`config.mk`:
```
export PLATFORM = sky130hd
export DESIGN_NAME = exc_ctrl
export DESIGN_NICKNAME = d
export VERILOG_FILES = /design/src/rtl/exc_ctrl.sv
export SDC_FILE = /design/constraint.sdc
export NUM_CORES = 1
export LEC_CHECK = 0
export ABC_CLOCK_PERIOD_IN_PS = 3560
export CAP_MARGIN = 20
export CORE_UTILIZATION = 40
export DETAILED_ROUTE_END_ITERATION = 10
export PLACE_DENSITY = 0.83
export SLEW_MARGIN = 10
export SYNTH_ARGS = -nofsm -noshare
export SYNTH_HDL_FRONTEND = slang
export SYNTH_SLANG_ARGS = --single-unit
```
`constraint.sdc`:
```
create_clock -name clk -period 3.56 [get_ports clk]
set_clock_uncertainty 0.05 [all_clocks]
set_input_delay 0.534 -clock clk [delete_from_list [all_inputs] [get_ports clk]]
set_output_delay 0.534 -clock clk [all_outputs]
set_load 0.01 [all_outputs]
```
`src/rtl/exc_ctrl.sv`:
```
// rtl/exc_ctrl.sv - exception controller: records cause/EPC and redirects the PC through a memory vector
//
// Ports:
//   clk, reset          system clock, synchronous active-high reset
//   bad_opcode          decoder saw a nonexistent opcode this cycle
//   overflow            ALU signed overflow this cycle
//   div_zero            divider saw a zero divisor this cycle
//   PC_in[31:0]         current PC (already advanced by 4)
//   exc_mem_addr[31:0]  vector address for the memory address mux
//   exc_mem_sel         memory address mux takes exc_mem_addr
//   EPC[31:0]           saved exception PC
//   cause[1:0]          latched cause: 01 opcode, 10 overflow, 11 div-by-zero, 00 none
//   EX_control          PC source select to the exception mux (memory data)
//   exc_PC_write        forces a PC register write
//   stall               holds the main control unit while a sequence runs
module exc_ctrl (
    input  logic        clk,
    input  logic        reset,
    input  logic        bad_opcode,
    input  logic        overflow,
    input  logic        div_zero,
    input  logic [31:0] PC_in,
    output logic [31:0] exc_mem_addr,
    output logic        exc_mem_sel,
    output logic [31:0] EPC,
    output logic [1:0]  cause,
    output logic        EX_control,
    output logic        exc_PC_write,
    output logic        stall
);

    typedef enum logic [1:0] {
        IDLE = 2'd0,
        SAVE = 2'd1,
        WAIT = 2'd2,
        LOAD = 2'd3
    } state_t;

    state_t      state;
    state_t      state_next;
    logic        any_flag;
    logic [1:0]  cause_new;

    assign any_flag = bad_opcode | overflow | div_zero;

    // Fixed priority: only the highest-ranked flag is recorded.
    always_comb begin
        cause_new = 2'b00;
        if (bad_opcode)
            cause_new = 2'b01;
        else if (overflow)
            cause_new = 2'b10;
        else if (div_zero)
            cause_new = 2'b11;
    end

    always_ff @(posedge clk) begin
        if (reset) begin
            state <= IDLE;
            EPC   <= 32'd0;
            cause <= 2'b00;
        end else begin
            state <= state_next;
            // Flags are only accepted from IDLE; anything seen mid-sequence is dropped.
            if (state == IDLE && any_flag) begin
                EPC   <= PC_in - 32'd4;
                cause <= cause_new;
            end
        end
    end

    always_comb begin
        state_next   = state;
        stall        = 1'b0;
        exc_mem_sel  = 1'b0;
        EX_control   = 1'b0;
        exc_PC_write = 1'b0;
        case (state)
            IDLE: begin
                if (any_flag)
                    state_next = SAVE;
            end
            SAVE: begin
                stall       = 1'b1;
                exc_mem_sel = 1'b1;
                state_next  = WAIT;
            end
            WAIT: begin
                // Covers the one-cycle memory read latency of the vector fetch.
                stall       = 1'b1;
                exc_mem_sel = 1'b1;
                state_next  = LOAD;
            end
            LOAD: begin
                stall        = 1'b1;
                exc_mem_sel  = 1'b1;
                EX_control   = 1'b1;
                exc_PC_write = 1'b1;
                state_next   = IDLE;
            end
            default: state_next = IDLE;
        endcase
    end

    // Vector table lives at 253..255; cause 00 maps to address 0.
    always_comb begin
        exc_mem_addr = 32'd0;
        case (cause)
            2'b01:   exc_mem_addr = 32'd253;
            2'b10:   exc_mem_addr = 32'd254;
            2'b11:   exc_mem_addr = 32'd255;
            default: exc_mem_addr = 32'd0;
        endcase
    end

endmodule

```
=== Yosys cells after proc, flatten, opt, wreduce, memory -nomap -nowiden ===
Index checks and enable logic that the tools add are counted.

* Bits in registers: 36
* Bits of input ports: 37
* Output and inout bits: 70
* Logic and storage cells: 24

* Add/subtract/negate cells: 1
* Equal/unequal tests: 7
* Multiplexer cells: 8
* Bitwise logic cells: 2
* Reductions and logical operators: 3

{| class="wikitable"
|+ Operators with widths
! operator !! number
|-
| $sub 32x3->32 const B || 1
|-
| $pmux 8 s3 || 1
|-
| $eq 2x2->1 const B || 4
|-
| $mux 2 || 4
|-
| $pmux 2 s4 || 1
|-
| $eq 2x1->1 const B || 2
|-
| $reduce_or 3->1 || 1
|-
| $logic_not 2->1 || 1
|-
| $mux 1 || 2
|-
| $ne 2x2->1 const B || 1
|-
| $or 1x1->1 || 2
|-
| $logic_and 1x1->1 || 1
|}

=== Longest topological paths before layout ===
Gate-level depths: netlist of the first run.

* Word-level depth: 4
* Mapped depth: 7
* Gate-level depth less buffers: 6

=== Least setup slack after synthesis of the first run ===
No wires, ideal clock.

* Kind: input port to flip-flop
* Start point: in PC_in[28]
* End point: reg EPC[31]
* Library setup time: 91 ps
* Arrival time: 2002 ps
* Data required time: 3419 ps
* Slack: 1417 ps
* Stages: 4
* Buffers on the path: 0
* Cells stage by stage: or4_4 or3_1 or4_1 a311oi_1

* Word-level cells in the longest chain between the ends: 1

{| class="wikitable"
|+ RTL lines
! item !! RTL line !! source
|-
| from (decl) || 22 || <nowiki>input logic [31:0] PC_in,</nowiki>
|-
| $sub 32x3->32 || 66 || <nowiki>EPC <= PC_in - 32'd4;</nowiki>
|-
| to (signal assigned) || 66 ||
|-
| to (decl) || 25 || <nowiki>output logic [31:0] EPC,</nowiki>
|}

Every way passes these cells.
A chain may end at the register's enable or synchronous reset.

=== Final worst setup path of the first run ===
* Start point: in PC_in[19]
* End point: reg EPC[31]

The elaborated chain is that of the path after synthesis.

==> key figures, run 1 <==
Worst setup path
  • Crit path arrival time: 2.75 ns
  • R2r setup slk: 1.55 ns
  • Worst reg2reg endpoint: EPC[13]
  • Max incr delay on CP: 0.56 ns
  • CP cell instances: clkdlybuf4s50_1 -> nor4_2 -> nand4b_1 -> or4_1 -> a311oi_1
  • CP max FO: 7
  • Critical Path End Type: register
  • WS Path Type: primary input to register
  • Slowest cell on crit path: or4_1
  • Critical path startpoint category: primary input
  • Worst endpoint required time: 3.70 ns
  • Reg2reg start: state[0]
  • R2R depth: 6

Flow run
  • Max cap viols: 0

Global route
  • Pin count of the biggest net entering global routing: 60
  • Vias in the first global route: 1978
  • Global router's overall resource usage: 19.6%
  • Initial antenna violation count: 0
  • Total gr overflow: 0
  • First-pass GRT wire length: 9240 um

Timing
  • Fin crit share: 73.3%
  • Fin Hold WS: 0.406 ns
  • RSZ-0062 raised after global routing: false
  • Period minus WS final: 2.61 ns
  • Max frequency: 383 MHz
  • Slew margin rel.: 53.8%
  • Slew @ Worst Pin: 0.691 ns
  • Setup_tns: 0 ns
  • Final Hold Fails: 0
  • Final Setup Violations: 0
  • Pins Over Slew Limit: 0

Place
  • I/O Buffers: 82
  • Placer Congestion: 0.863
  • HPWL after detailed placement: 4190 um

Clock tree
  • Post-CTS resize count: 0
  • CTS root buffer: clkbuf_8
  • CTS sink cnt: 36
  • Clock transition at path regs: 0.08 ns
  • TritonCTS clock tree: done
  • Clk Latency, worst-skew pair: 0.29 ns
  • Clk buf depth: 2
  • Post-CTS Setup Repair Bufs: 0
  • H-tree depth: 2
  • CTS Buf Count: 5
  • Post-CTS Hold Buffers: 0

Pwr
  • Total Power: 1.81 mW
  • P_leak: 1.10 nW
  • PwrDens: 593 nW/um^2
  • Clock power share: 15.7%
  • Internal: 1.15 mW
  • Maximum VDD drop: 0.000312 V
  • Comb pwr share: 51.0%
  • Switching Power: 663 uW
  • Share of power burned in registers: 33.3%
  • Net Sw Frac: 36.6%

Drt
  • Initial DRC count: 134
  • Avg WL per Cell: 14.2 um
  • Via density per instance: 5.35
  • WL final: 5770 um
  • Via count: 2176
  • Count of TritonRoute iterations in the first routing pass: 4
  • Post-route ant nets: 0
  • DRC violations left: 0

Logic synthesis
  • Ys async rst share: 0%
  • Most common flop cell mapped by yosys: dfxtp_1
  • Leading post-synthesis cells by cell area: dfxtp_1 (33%), buf_4 (11%), nor2_1 (6.6%)
  • Number of synthesized flops with an enable pin: 0
  • Synth Instances: 264
  • Distinct cells, synth: 41
  • Cell taking the most area after synthesis: dfxtp_1
  • Seq/Total Area, Yosys: 32.7%
  • Avg Inst Size Synth: 8.35 sq um
  • Synth Register Bits: 36
  • Yosys warns: 0
  • Netlist Area Pre-Place: 2200 sq um
  • Top cell type's share of synthesized area: 32.7%

Finish
  • Layout cell share with drive strength beyond 1: 7.12%
  • Fill count: 485
  • Ant diodes: 0
  • Syn-to-layout area delta: 38.6%
  • Layout net count: 378
  • Fin util: 58.7%

Min path
  • Worst Hold Depth: 2
  • Hold Crit Class: register to register
  • Worst hold start: EPC[0]
  • Hold Path End: EPC[0]

Floorplan
  • FP Rows: 26
  • DIE WIDTH: 76.2 um
  • Vert. Die Dim: 76.2 um
  • Core Footprint: 5200 sq um
  • Starting Density: 42.4%
  • Full die area: 5810 sq um
  • I/O Pins: 107

Status
  • Outcome: completed
[worst max-delay path by stage]
stage / slack [ns] / cells after the start / end / from
after CTS: 0.95 / 5 / EPC[31] / PC_in[19]
after global placement: 0.76 / 5 / EPC[31] / PC_in[19]
final: 0.95 / 5 / EPC[31] / PC_in[19]
after global routing: 0.69 / 5 / EPC[31] / PC_in[19]
after detailed placement: 0.65 / 5 / EPC[31] / PC_in[19]
after floorplan: 1.42 / 4 / EPC[31] / PC_in[28]
[cell usage in the layout (no fill, tap or decap), types with 2 or more instances in the layout]
cell type	Yosys	layout
a211oi_1	16	16
a21oi_1	5	5
a221oi_1	2	2
a311oi_1	14	14
and4_1	2	2
buf_4	31	3
clkbuf_8	0	5
clkdlybuf4s50_1	0	82
clkinv_2	0	2
conb_1	1	24
dfxtp_1	36	36
ha_1	5	5
inv_1	7	7
nand2_1	9	9
nand2b_1	4	4
nand3_1	3	3
nand3b_1	3	3
nand4_1	3	3
nand4_2	2	2
nor2_1	39	39
nor3_1	6	6
nor4_1	6	6
nor4_2	2	2
o21ai_0	8	8
o31ai_1	8	8
or3_1	9	9
or4_1	7	7
xnor2_1	5	5
xor2_1	5	5
[synthesized netlist by cell type (6+ instances only)]
cell	number
a211oi_1	16
a311oi_1	14
buf_4	31
clkbuf_1	10
dfxtp_1	36
inv_1	7
nand2_1	9
nor2_1	39
nor3_1	6
nor4_1	6
o21ai_0	8
o31ai_1	8
or3_1	9
or4_1	7
[cell families after synthesis]
group	after synthesis	share of synthesized area (%)
simple gates	105	27.7
compound gates	56	18.7
buf+inv	51	14.0
flops	36	32.7
xor+xnor	10	3.97
fa+ha+maj	5	2.84
other cells	1	0.170
[power by group through the flow]
stage | sequential [mW] | combinational, mW | clock, mW
2_1_floorplan | 0.657 | 0.441 | 0
3_3_place_gp | 0.605 | 0.875 | 0
3_5_place_dp | 0.610 | 0.894 | 0
4_1_cts | 0.603 | 0.895 | 0.290
5_1_grt | 0.619 | 1.00 | 0.314
6_report | 0.604 | 0.924 | 0.285
[worst max-delay path: cells and delay by family]
kind	cells	cell delay [ns]
buffers and inverters	1	0.53
AOI/OAI and AO/OA	1	0.26
and+or+nand+nor	3	1.42
[through the flow]
stage | worst slack [ns] | instance area, sq um | cells
floorplan | 1.42 | 2290 | 287
global placement | 0.756 | 2940 | 398
detailed placement | 0.653 | 2940 | 398
CTS | 0.951 | 3030 | 406
global route | 0.685 | 3060 | 407
finish | 0.950 | 3060 | 407
[cell type report]
| cell class | count | area [sq um] | share of cell area [%] |
|---|---|---|---|
| tap | 70 | 87.6 | 2.87 |
| inverter | 7 | 26.3 | 0.860 |
| clock buffer | 5 | 68.8 | 2.25 |
| timing repair buffer | 86 | 871 | 28.5 |
| sequential | 36 | 721 | 23.6 |
| clock inverter | 3 | 18.8 | 0.614 |
| multi-input combinational | 200 | 1260 | 41.3 |
[registers in the layout (all words and copies together), names as in the netlist]
register and flops:
state 2, EPC 32, cause 2
[metal layers]
layer	GRT usage, %	vias up	share of wire, %
met5	0	-	0
li1	-	1067	-
met2	31.4	99	47
met3	4.43	11	6.5
met4	7.50	0	1.9
met1	25.5	999	45
Note: power is estimated with default switching activity, not from simulation.
==> run 2: changes to the inputs <==
ABC_CLOCK_PERIOD_IN_PS = 2700   (was 3560)
clock period = 2.7 ns   (was 3.56 ns; I/O delays follow)
==> run 2 against run 1 <==
Global-route usage grew 0.081 points. Setup slack got worse by 0.62 ns. Register-to-register slack got worse by 0.66 ns. Routed wire length down 1.6%. Combinational power up 31%. Final cell count rose by 2.2%. Flip-flop and latch count unchanged. Count of clock-buffer cells in the layout up 1. Final area rose by 2.6%. Sequential share of layout area shrank 0.60 points. Non-clock buffer count grew 9.
==> key figures, run 2 (same netlist as run 1, synthesis figures left out) <==
Clock tree
  • CTS sink cnt: 36
  • TritonCTS clock tree: done
  • CTS root buffer: clkbuf_8
  • Post-CTS Setup Repair Bufs: 0
  • Post-CTS resize count: 0
  • Post-CTS Hold Buffers: 0
  • Clk buf depth: 2
  • Clock transition at path regs: 0.07 ns
  • Clk Latency, worst-skew pair: 0.29 ns
  • H-tree depth: 2
  • CTS Buf Count: 5

Drt
  • Via count: 2203
  • WL final: 5680 um
  • Avg WL per Cell: 13.7 um
  • Post-route ant nets: 0
  • Count of TritonRoute iterations in the first routing pass: 4
  • Initial DRC count: 105
  • Via density per instance: 5.30
  • DRC violations left: 0

Timing
  • RSZ-0062 raised after global routing: false
  • Period minus WS final: 2.37 ns
  • Fin crit share: 87.8%
  • Max frequency: 422 MHz
  • Final Hold Fails: 0
  • Final Setup Violations: 0
  • Setup ws final: 0.328 ns
  • Pins Over Slew Limit: 0
  • Fin Hold WS: 0.420 ns
  • Setup_tns: 0 ns

Worst setup path
  • Critical path startpoint category: primary input
  • Max incr delay on CP: 0.53 ns
  • Reg2reg start: state[1]
  • Slowest cell on crit path: or4_1
  • Crit path arrival time: 2.52 ns
  • WP buf/inv: 1
  • WS Path Type: primary input to register
  • R2R depth: 6
  • CP max FO: 9
  • Worst reg2reg endpoint: EPC[25]
  • R2r setup slk: 0.89 ns
  • Worst endpoint required time: 2.84 ns
  • CP cell instances: clkdlybuf4s50_1 -> nor4_4 -> nand4_2 -> or4_1 -> a311oi_1
  • Critical Path End Type: register
  • Critical Path Start: PC_in[7]
  • CP top delay family: simple AND/OR/NAND/NOR gates

Finish
  • Commonest non-fill, non-tap cells in the layout: clkdlybuf4s50_1 (82), nor2_1 (39), dfxtp_1 (36), conb_1 (24), a211oi_1 (16)
  • Ant diodes: 0
  • Largest reg by FF count: EPC
  • Syn-to-layout area delta: 42.3%
  • Fill count: 482
  • Leading cell type in the layout, fill and taps excluded: clkdlybuf4s50_1
  • Layout cell share with drive strength beyond 1: 9.25%
  • Max reg flops: 32
  • Largest regs: EPC x32, cause x2, state x2
  • Fin util: 60.3%
  • Layout net count: 387

Floorplan
  • DIE WIDTH: 76.2 um
  • FP Rows: 26
  • I/O Pins: 107
  • Vert. Die Dim: 76.2 um
  • Full die area: 5810 sq um
  • Starting Density: 42.4%
  • Core Footprint: 5200 sq um

Global route
  • Total gr overflow: 0
  • Global router's overall resource usage: 19.7%
  • Vias in the first global route: 2022
  • Pin count of the biggest net entering global routing: 33
  • First-pass GRT wire length: 9320 um
  • Initial antenna violation count: 0

Pwr
  • P_leak: 1.15 nW
  • PwrDens: 786 nW/um^2
  • Maximum VDD drop: 0.000335 V

Min path
  • Worst Hold Depth: 2
  • Hold Path End: EPC[0]
  • Worst hold start: EPC[0]
  • Hold Crit Class: register to register

Place
  • HPWL after detailed placement: 4380 um
  • I/O Buffers: 82
  • Placer Congestion: 0.819
  • Place WS: 0.0504 ns

Flow run
  • Max cap viols: 0

Status
  • Outcome: completed
==> run 2: worst max-delay path by stage <==
stage | to | slack [ns] | cells past startpoint
after CTS | EPC[31] | 0.35 | 5
final | EPC[31] | 0.33 | 5
after floorplan | EPC[31] | 0.69 | 4
after global placement | EPC[31] | 0.14 | 5
after global routing | EPC[31] | 0.17 | 5
after detailed placement | EPC[31] | 0.05 | 5
==> run 2: tightest hold or removal path: stages, from the launching register on <==
cell	delay [ns]
dfxtp_1	0.32
nand2_1	0.05
a21oi_1	0.06
==> run 2: per-layer routing <==
layer	GRT usage, %	vias to the layer above	share of wire (%)
met2	34.1	99	49
met3	5.75	6	7.2
met5	0	-	0
li1	-	1084	-
met1	23.5	1014	43
met4	5.58	0	0.55
==> run 2: area by class of cell <==
type                       count  area, sq um  share of cell area (%)
multi-input combinational    200         1260                    40.3
tap                           70         87.6                    2.79
sequential                    36          721                    23.0
clock buffer                   6         72.6                    2.31
timing repair buffer          95          931                    29.7
clock inverter                 2         35.0                    1.12
inverter                       7         26.3                   0.838
==> run 2: stage by stage <==
step	power (mW)	area, sq um	std cells
after floorplan	1.45	2290	287
after global placement	1.99	3030	408
after detailed placement	2.01	3030	408
after CTS	2.49	3140	416
after global routing	2.64	3140	416
final	2.47	3140	416
==> run 2: power by group <==
group	internal (mW)	switching [mW]
clock	0.274	0.192
combinational	0.638	0.569
sequential	0.700	0.0942
